--- src/rtl/issue_sb_queue.sv ---
// issue_sb_queue: circular scoreboard with in-order issue, out-of-order writeback and in-order commit.
// Entries are indexed by ID; head = commit, iptr = issue, tail = alloc.
module issue_sb_queue #(
  parameter int unsigned NR_ENTRIES      = 8,
  parameter int unsigned NR_WB_PORTS     = 4,
  parameter int unsigned NR_COMMIT_PORTS = 2,
  parameter int unsigned PAYLOAD_W       = 64,
  parameter int unsigned XLEN            = 64,
  parameter int unsigned IDW             = $clog2(NR_ENTRIES)
) (
  input  logic                                 clk_i,
  input  logic                                 rst_i,
  input  logic                                 flush_i,
  input  logic                                 flush_unissued_i,
  input  logic                                 alloc_valid_i,
  input  logic [PAYLOAD_W-1:0]                 alloc_payload_i,
  output logic                                 alloc_ready_o,
  output logic [IDW-1:0]                       alloc_id_o,
  output logic                                 issue_valid_o,
  output logic [PAYLOAD_W-1:0]                 issue_payload_o,
  output logic [IDW-1:0]                       issue_id_o,
  input  logic                                 issue_ready_i,
  input  logic [NR_WB_PORTS-1:0]               wb_valid_i,
  input  logic [NR_WB_PORTS*IDW-1:0]           wb_id_i,
  input  logic [NR_WB_PORTS*XLEN-1:0]          wb_data_i,
  input  logic [NR_WB_PORTS-1:0]               wb_ex_i,
  output logic [NR_COMMIT_PORTS-1:0]           commit_valid_o,
  output logic [NR_COMMIT_PORTS*PAYLOAD_W-1:0] commit_payload_o,
  output logic [NR_COMMIT_PORTS*XLEN-1:0]      commit_data_o,
  output logic [NR_COMMIT_PORTS-1:0]           commit_ex_o,
  input  logic [NR_COMMIT_PORTS-1:0]           commit_ack_i,
  output logic                                 full_o,
  output logic                                 empty_o,
  output logic [IDW:0]                         count_o
);

  localparam int unsigned CNTW = IDW + 1;

  localparam logic [1:0] ST_FREE   = 2'd0;
  localparam logic [1:0] ST_ALLOC  = 2'd1;
  localparam logic [1:0] ST_ISSUED = 2'd2;
  localparam logic [1:0] ST_DONE   = 2'd3;

  logic [1:0]           state_q   [NR_ENTRIES];
  logic [1:0]           state_d   [NR_ENTRIES];
  logic [PAYLOAD_W-1:0] payload_q [NR_ENTRIES];
  logic [XLEN-1:0]      data_q    [NR_ENTRIES];
  logic [NR_ENTRIES-1:0] ex_q;

  logic [IDW-1:0]  head_q, head_d;
  logic [IDW-1:0]  iptr_q, iptr_d;
  logic [IDW-1:0]  tail_q, tail_d;
  logic [CNTW-1:0] count_q, count_d;

  logic                  alloc_fire;
  logic                  issue_fire;
  logic [NR_ENTRIES-1:0] wb_hit;
  logic [XLEN-1:0]       wb_data   [NR_ENTRIES];
  logic [NR_ENTRIES-1:0] wb_ex;
  logic [NR_ENTRIES-1:0] retire_mask;
  logic [CNTW-1:0]       retire_n;
  logic [CNTW-1:0]       unissued_n;

  // Allocation readiness looks only at the registered count, never at this cycle's retirements.
  assign full_o        = (count_q == CNTW'(NR_ENTRIES));
  assign empty_o       = (count_q == '0);
  assign count_o       = count_q;
  assign alloc_ready_o = !full_o && !flush_i && !flush_unissued_i;
  assign alloc_id_o    = tail_q;
  assign alloc_fire    = alloc_valid_i && alloc_ready_o;

  assign issue_valid_o   = (state_q[iptr_q] == ST_ALLOC);
  assign issue_payload_o = payload_q[iptr_q];
  assign issue_id_o      = iptr_q;
  assign issue_fire      = issue_valid_o && issue_ready_i && !flush_i && !flush_unissued_i;

  // Ports are scanned highest-first so the lowest-numbered port's write lands last and wins.
  always_comb begin
    for (int unsigned e = 0; e < NR_ENTRIES; e++) begin
      wb_hit[e]  = 1'b0;
      wb_data[e] = '0;
      wb_ex[e]   = 1'b0;
      for (int unsigned i = 0; i < NR_WB_PORTS; i++) begin
        if (wb_valid_i[NR_WB_PORTS-1-i] &&
            (wb_id_i[(NR_WB_PORTS-1-i)*IDW +: IDW] == IDW'(e))) begin
          wb_hit[e]  = 1'b1;
          wb_data[e] = wb_data_i[(NR_WB_PORTS-1-i)*XLEN +: XLEN];
          wb_ex[e]   = wb_ex_i[NR_WB_PORTS-1-i];
        end
      end
      if (state_q[e] != ST_ISSUED) begin
        wb_hit[e] = 1'b0;
      end
    end
  end

  always_comb begin
    logic           run;
    logic           ack_run;
    logic [IDW-1:0] idx;
    run              = 1'b1;
    ack_run          = 1'b1;
    retire_n         = '0;
    retire_mask      = '0;
    commit_valid_o   = '0;
    commit_payload_o = '0;
    commit_data_o    = '0;
    commit_ex_o      = '0;
    for (int unsigned k = 0; k < NR_COMMIT_PORTS; k++) begin
      idx                                        = head_q + IDW'(k);
      run                                        = run && (state_q[idx] == ST_DONE);
      commit_valid_o[k]                          = run;
      commit_payload_o[k*PAYLOAD_W +: PAYLOAD_W] = payload_q[idx];
      commit_data_o[k*XLEN +: XLEN]              = data_q[idx];
      commit_ex_o[k]                             = ex_q[idx];
      ack_run                                    = ack_run && run && commit_ack_i[k];
      if (ack_run) begin
        retire_n         = retire_n + CNTW'(1);
        retire_mask[idx] = 1'b1;
      end
    end
  end

  always_comb begin
    unissued_n = '0;
    for (int unsigned e = 0; e < NR_ENTRIES; e++) begin
      state_d[e] = state_q[e];
      case (state_q[e])
        ST_FREE: begin
          if (alloc_fire && (tail_q == IDW'(e))) state_d[e] = ST_ALLOC;
        end
        ST_ALLOC: begin
          unissued_n = unissued_n + CNTW'(1);
          if (flush_unissued_i) begin
            state_d[e] = ST_FREE;
          end else if (issue_fire && (iptr_q == IDW'(e))) begin
            state_d[e] = ST_ISSUED;
          end
        end
        ST_ISSUED: begin
          if (wb_hit[e]) state_d[e] = ST_DONE;
        end
        ST_DONE: begin
          if (retire_mask[e]) state_d[e] = ST_FREE;
        end
      endcase
      if (flush_i) state_d[e] = ST_FREE;
    end

    head_d  = head_q + retire_n[IDW-1:0];
    iptr_d  = iptr_q + IDW'(issue_fire);
    tail_d  = flush_unissued_i ? iptr_q : tail_q + IDW'(alloc_fire);
    count_d = count_q + CNTW'(alloc_fire) - retire_n - (flush_unissued_i ? unissued_n : '0);
    if (flush_i) begin
      head_d  = '0;
      iptr_d  = '0;
      tail_d  = '0;
      count_d = '0;
    end
  end

  always_ff @(posedge clk_i) begin
    if (rst_i) begin
      head_q  <= '0;
      iptr_q  <= '0;
      tail_q  <= '0;
      count_q <= '0;
      for (int unsigned e = 0; e < NR_ENTRIES; e++) begin
        state_q[e] <= ST_FREE;
      end
    end else begin
      head_q  <= head_d;
      iptr_q  <= iptr_d;
      tail_q  <= tail_d;
      count_q <= count_d;
      state_q <= state_d;
    end
  end

  // Payload and result storage carry no reset; they are only observed behind a valid state.
  always_ff @(posedge clk_i) begin
    if (alloc_fire) begin
      payload_q[tail_q] <= alloc_payload_i;
    end
    for (int unsigned e = 0; e < NR_ENTRIES; e++) begin
      if (wb_hit[e]) begin
        data_q[e] <= wb_data[e];
        ex_q[e]   <= wb_ex[e];
      end
    end
  end

endmodule

--- config.mk ---
export PLATFORM = sky130hd
export DESIGN_NAME = issue_sb_queue
export DESIGN_NICKNAME = d
export VERILOG_FILES = /design/src/rtl/issue_sb_queue.sv
export SDC_FILE = /design/constraint.sdc
export NUM_CORES = 2
export LEC_CHECK = 0
export CAP_MARGIN = 30
export CORE_MARGIN = 5
export CORE_UTILIZATION = 30
export DETAILED_ROUTE_END_ITERATION = 16
export GPL_ROUTABILITY_DRIVEN = 1
export SYNTH_ARGS = -nofsm -noshare
export SYNTH_HDL_FRONTEND = slang
export SYNTH_SLANG_ARGS = --single-unit
--- constraint.sdc ---
create_clock -name clk_i -period 28.2 [get_ports clk_i]
set_input_delay 8.46 -clock clk_i [delete_from_list [all_inputs] [get_ports clk_i]]
set_output_delay 8.46 -clock clk_i [all_outputs]
set_load 0.005 [all_outputs]
# == After elaboration in Yosys (flattened, before gate mapping) ==
# Memories as Yosys holds them, arrays and structs flattened. A register that Yosys moved wholly into a read port is not among the register bits.
# Cells that the tools add are included.
# op_classes
n_addsub,15
order_cmp,7
eq_ne,110
n_mux,204
bitwise,4
n_reduce_logical,87
# op_table
cell,count
$mux W64,32
$mux W1,96
$mux W2,46
$eq A3 B3 Y1 const B,24
$ne A2 B2 Y1 const B,32
$pmux W2 S4,8
$logic_and A1 B1 Y1,60
$eq A2 B2 Y1 const B,18
$eq A3 B2 Y1 const B,12
$mux W4,9
$add A4 B1 Y4 const B,8
$reduce_and A4 Y1,8
$ne A3 B3 Y1 const B,8
$bmux W2 S3,3
$eq A2 B1 Y1 const B,9
$eq A3 B1 Y1 const B,6
$logic_not A3 Y1,6
$logic_not A2 Y1,8
$mux W8,2
$ge A4 B4 Y1 const B,3
$mux W3,4
$not A3 Y4,3
$lt A3 B4 Y1 const B,2
$or A8 B8 Y8,1
12 further kinds,19
# word_totals
reg_bits,37
mem_bits_rw,1024
in_bits,348
output_inout_bits,338
wordCells,449
n_memories,2
# mem_list
name,words,word_bits,read_ports,rd_clocked_by_memory_dff,write_ports,line,rtl
data_q,8,64,2,1,8,47,logic [XLEN-1:0] data_q [NR_ENTRIES];
payload_q,8,64,3,2,1,46,logic [PAYLOAD_W-1:0] payload_q [NR_ENTRIES];

# == Depth between registers and ports, before layout ==
# logic_depth
word_depth,18
depth_mapped,29
depth_no_buf,27

# == Worst setup path after synthesis ==
# Ideal clock, no wire load.
# synth_timing
path_kind,input-to-output
start,in flush_unissued_i
end,out alloc_ready_o
arrival_time_ns,8.694
t_required_ns,19.740
path_slack_ns,11.046
stages,1
path_buffers,0
cell_sequence,nor3_1
# synth_between
elab_chain_len,2
# synth_lines
element,line,rtl
start: declaration,14,"input logic flush_unissued_i,"
$logic_not A1 Y1,68,assign alloc_ready_o = !full_o && !flush_i && !flush_unissued_i;
$logic_and A1 B1 Y1,68,
end: declaration,17,"output logic alloc_ready_o,"
# No other way between the ends.

# == Worst setup path after layout ==
# Same ends and word-level chain as after synthesis.

==> flow_metrics.py <==
metrics = {
    "detailed_routing": {
        "post_drt_wl_per_cell_um": 37.1,
        "final_antenna_net_count": 0,
        "drc_errors": 0,
        "wl_um": 334000,
        "vias": 61200,
        "drt_iter0_markers": 11400,
        "avgViaCountPerCell": 6.79,
        "firstDrtPassIters": 8,
    },
    "sta": {
        "fin_setup_tns_ps": 0,
        "hold_violations": 0,
        "clock.fmax_mhz": 53.8,
        "rsz0062_at_grt": "no",
        "finalCritPeriodShare_pct": 65.9,
        "slew_violations": 0,
        "worstMarginPinSlew_ps": 1170,
        "finalSetupViolCount": 0,
        "fin_hold_ws_ps": 656,
        "relSlewSlack_pct": 22.1,
        "final.min_clock_period_ps": 18590,
        "skew_ps": 38.1,
    },
    "global_route": {
        "grt_pass1_vias": 58500,
        "grt_remaining_overflow": 0,
        "grtUsageTotal_pct": 29.0,
        "grt_max_degree": 131,
        "antenna_found_initial": 109,
        "grt_pass1_wl_um": 453000,
    },
    "cts": {
        "clockBufferDepth": 3,
        "h-tree-depth": 3,
        "insertion_delay_ps": 820,
        "post_cts_buffers": 0,
        "post_cts_resize_count": 0,
        "holdBufCountCts": 0,
        "path_clk_slew_ps": 60,
        "cts_tree": "built",
        "clock_sinks": 1061,
        "clockRootBuffer": "clkbuf_16",
        "numCtsBuffers": 119,
    },
    "critical_path": {
        "crit_path_max_fanout": 14,
        "startpoint_type": "input pin",
        "arrival_ps": 10130,
        "cp.required_ps": 19740,
        "setup.worst_path.end_class": "output port",
        "critPathKind": "in -> out",
    },
    "placement": {
        "post_dp_cell_area_um2": 71700,
        "dpl.hpwl_um": 191000,
        "gp_congestion": 0.884,
        "port_buffers": 685,
    },
    "status": {
        "outcome": "complete, no violations",
    },
    "logic_synthesis": {
        "synth-main-ff-cell": "edfxtp_1",
        "yosys-top-cells-count": "a22oi_1 (1113), edfxtp_1 (1032), o21ai_0 (971)",
        "synthArstFlopShare_pct": 0,
        "synth_edf_count": 1032,
        "synth_top_area_share_pct": 49.5,
        "syn_avg_cell_area_um2": 10.6,
        "yosysSeqAreaShare_pct": 50.4,
        "ys_warn_count": 0,
        "synth-seq-cells": 1061,
        "ys_types": 61,
        "netlist_instances": 5887,
        "synth_most_common_cell": "a22oi_1",
        "synthTopCellsByArea": "edfxtp_1 (49%), a22oi_1 (13%), o21ai_0 (7.8%), a221o_1 (7.1%), mux4_2 (4.7%)",
        "netlist_area_um2": 62600,
        "synth_fp_nets": 6257,
        "synth_top_area_cell": "edfxtp_1",
    },
    "die": {
        "rows": 167,
        "coreArea_um2": 207000,
        "die_h_um": 467,
        "dieArea_um2": 218000,
        "initial_core_util_pct": 30.2,
        "io_pins": 686,
        "chipWidth_um": 467,
    },
    "finish": {
        "fillCellCount": 20000,
        "fin_area_um2": 76200,
        "multi_input_area_um2": 28400,
        "nNetsFinal": 6416,
        "drive_above_1_share_pct": 10.5,
        "syn_to_final_growth_pct": 21.7,
        "seq_area_um2": 31600,
    },
    "pwr": {
        "power_density_nw_per_um2": 48.8,
        "fin_total_pwr_uw": 3720,
        "peakVddDrop_uv": 58.1,
        "p_leak_uw": 0.0225,
    },
    "run": {
        "cap_violations": 0,
    },
    "worst_hold_path": {
        "hold_path.class": "reg -> reg",
    },
}
[cells by family (layout without fill, tap and decap cells)]
kind of cell | count (synthesis) | after routing | synth area share [%]
compound gates | 2650 | 2650 | 29.4
simple gates | 1079 | 1079 | 8.01
flops | 1061 | 1061 | 50.4
buf+inv | 832 | 1093 | 5.04
mux | 219 | 219 | 6.31
fa+ha+maj | 23 | 23 | 0.503
xor+xnor | 23 | 23 | 0.379
other cells | 0 | 71 | 0
[registers in the layout, summed over array words and instances, names as in the netlist, named ones only]
name,flops
alloc_id_o,3
count_o,4
data_q,512
ex_q,8
head_q,3
issue_id_o,3
payload_q,512
state_q,8
[critical path, cell delays in order]
cell,delay [ps]
clkdlybuf4s50_1,740
nor3_1,370
clkdlybuf4s50_1,560
[per-stage QoR]
step	setup WS, ps	utilization, %	std cells
floorplan	11050	-	5887
global placement	9620	34.5	8699
detailed placement	9620	34.6	8708
CTS	9620	36.6	8931
global route	9530	36.7	8973
finish	9610	36.7	9007
[routing by layer]
metal	vias up	global-route usage [%]	share of wire [%]
li1	24300	-	-
met1	29100	33.7	33
met2	6072	43.8	44
met3	1638	10.2	15
met4	62	21.9	8.6
met5	-	0	0.12
[layout by cell type (no fill, tap or decap), types with 13 or more instances in the layout]
master           count
bufinv_16           23
clkbuf_1            13
mux2i_1             19
a22oi_1           1113
a21oi_1             82
dfxtp_1             26
buf_4              146
inv_1               22
nand2b_1            21
mux2_2              67
clkinv_2            25
ha_1                18
a221o_1            443
nand2_1            549
o21ai_0            971
clkdlybuf4s50_1    685
nand4_1            261
clkinv_1            18
mux4_2             130
nor2_4              34
xnor2_1             14
edfxtp_1          1032
clkbuf_16          120
nor3_2              18
diode_2             71
nor2_1             113
[power by group]
part / total (µW) / internal (µW) / switching [µW]
Combinational: 296 / 114 / 182
Clock: 1690 / 990 / 696
Sequential: 1740 / 1730 / 2.49
Total: 3720 / 2840 / 880
[final cells by class]
| class | count | area share, % |
|---|---|---|
| flip-flops and latches | 1061 | 41.4 |
| multi-input cells | 3994 | 37.2 |
| repair buffers | 848 | 11.0 |
| well taps | 2788 | 4.58 |
| clock buffers | 133 | 4.00 |
| clock inverters | 90 | 1.47 |
| diodes | 71 | 0.233 |
| inverters | 22 | 0.108 |
[path summary, 6_finish.rpt]
path / start / slack, ps / end / cells past startpoint
worst min register to register: alloc_id_o[2] / 660 / alloc_id_o[2] / 3
worst max-delay path: flush_unissued_i / 9610 / alloc_ready_o / 3
worst min-delay path: alloc_id_o[2] / 660 / alloc_id_o[2] / 3
worst max register to register: state_q[12] / 22140 / count_o[3] / 27
Power figures use the tool's default switching activity.
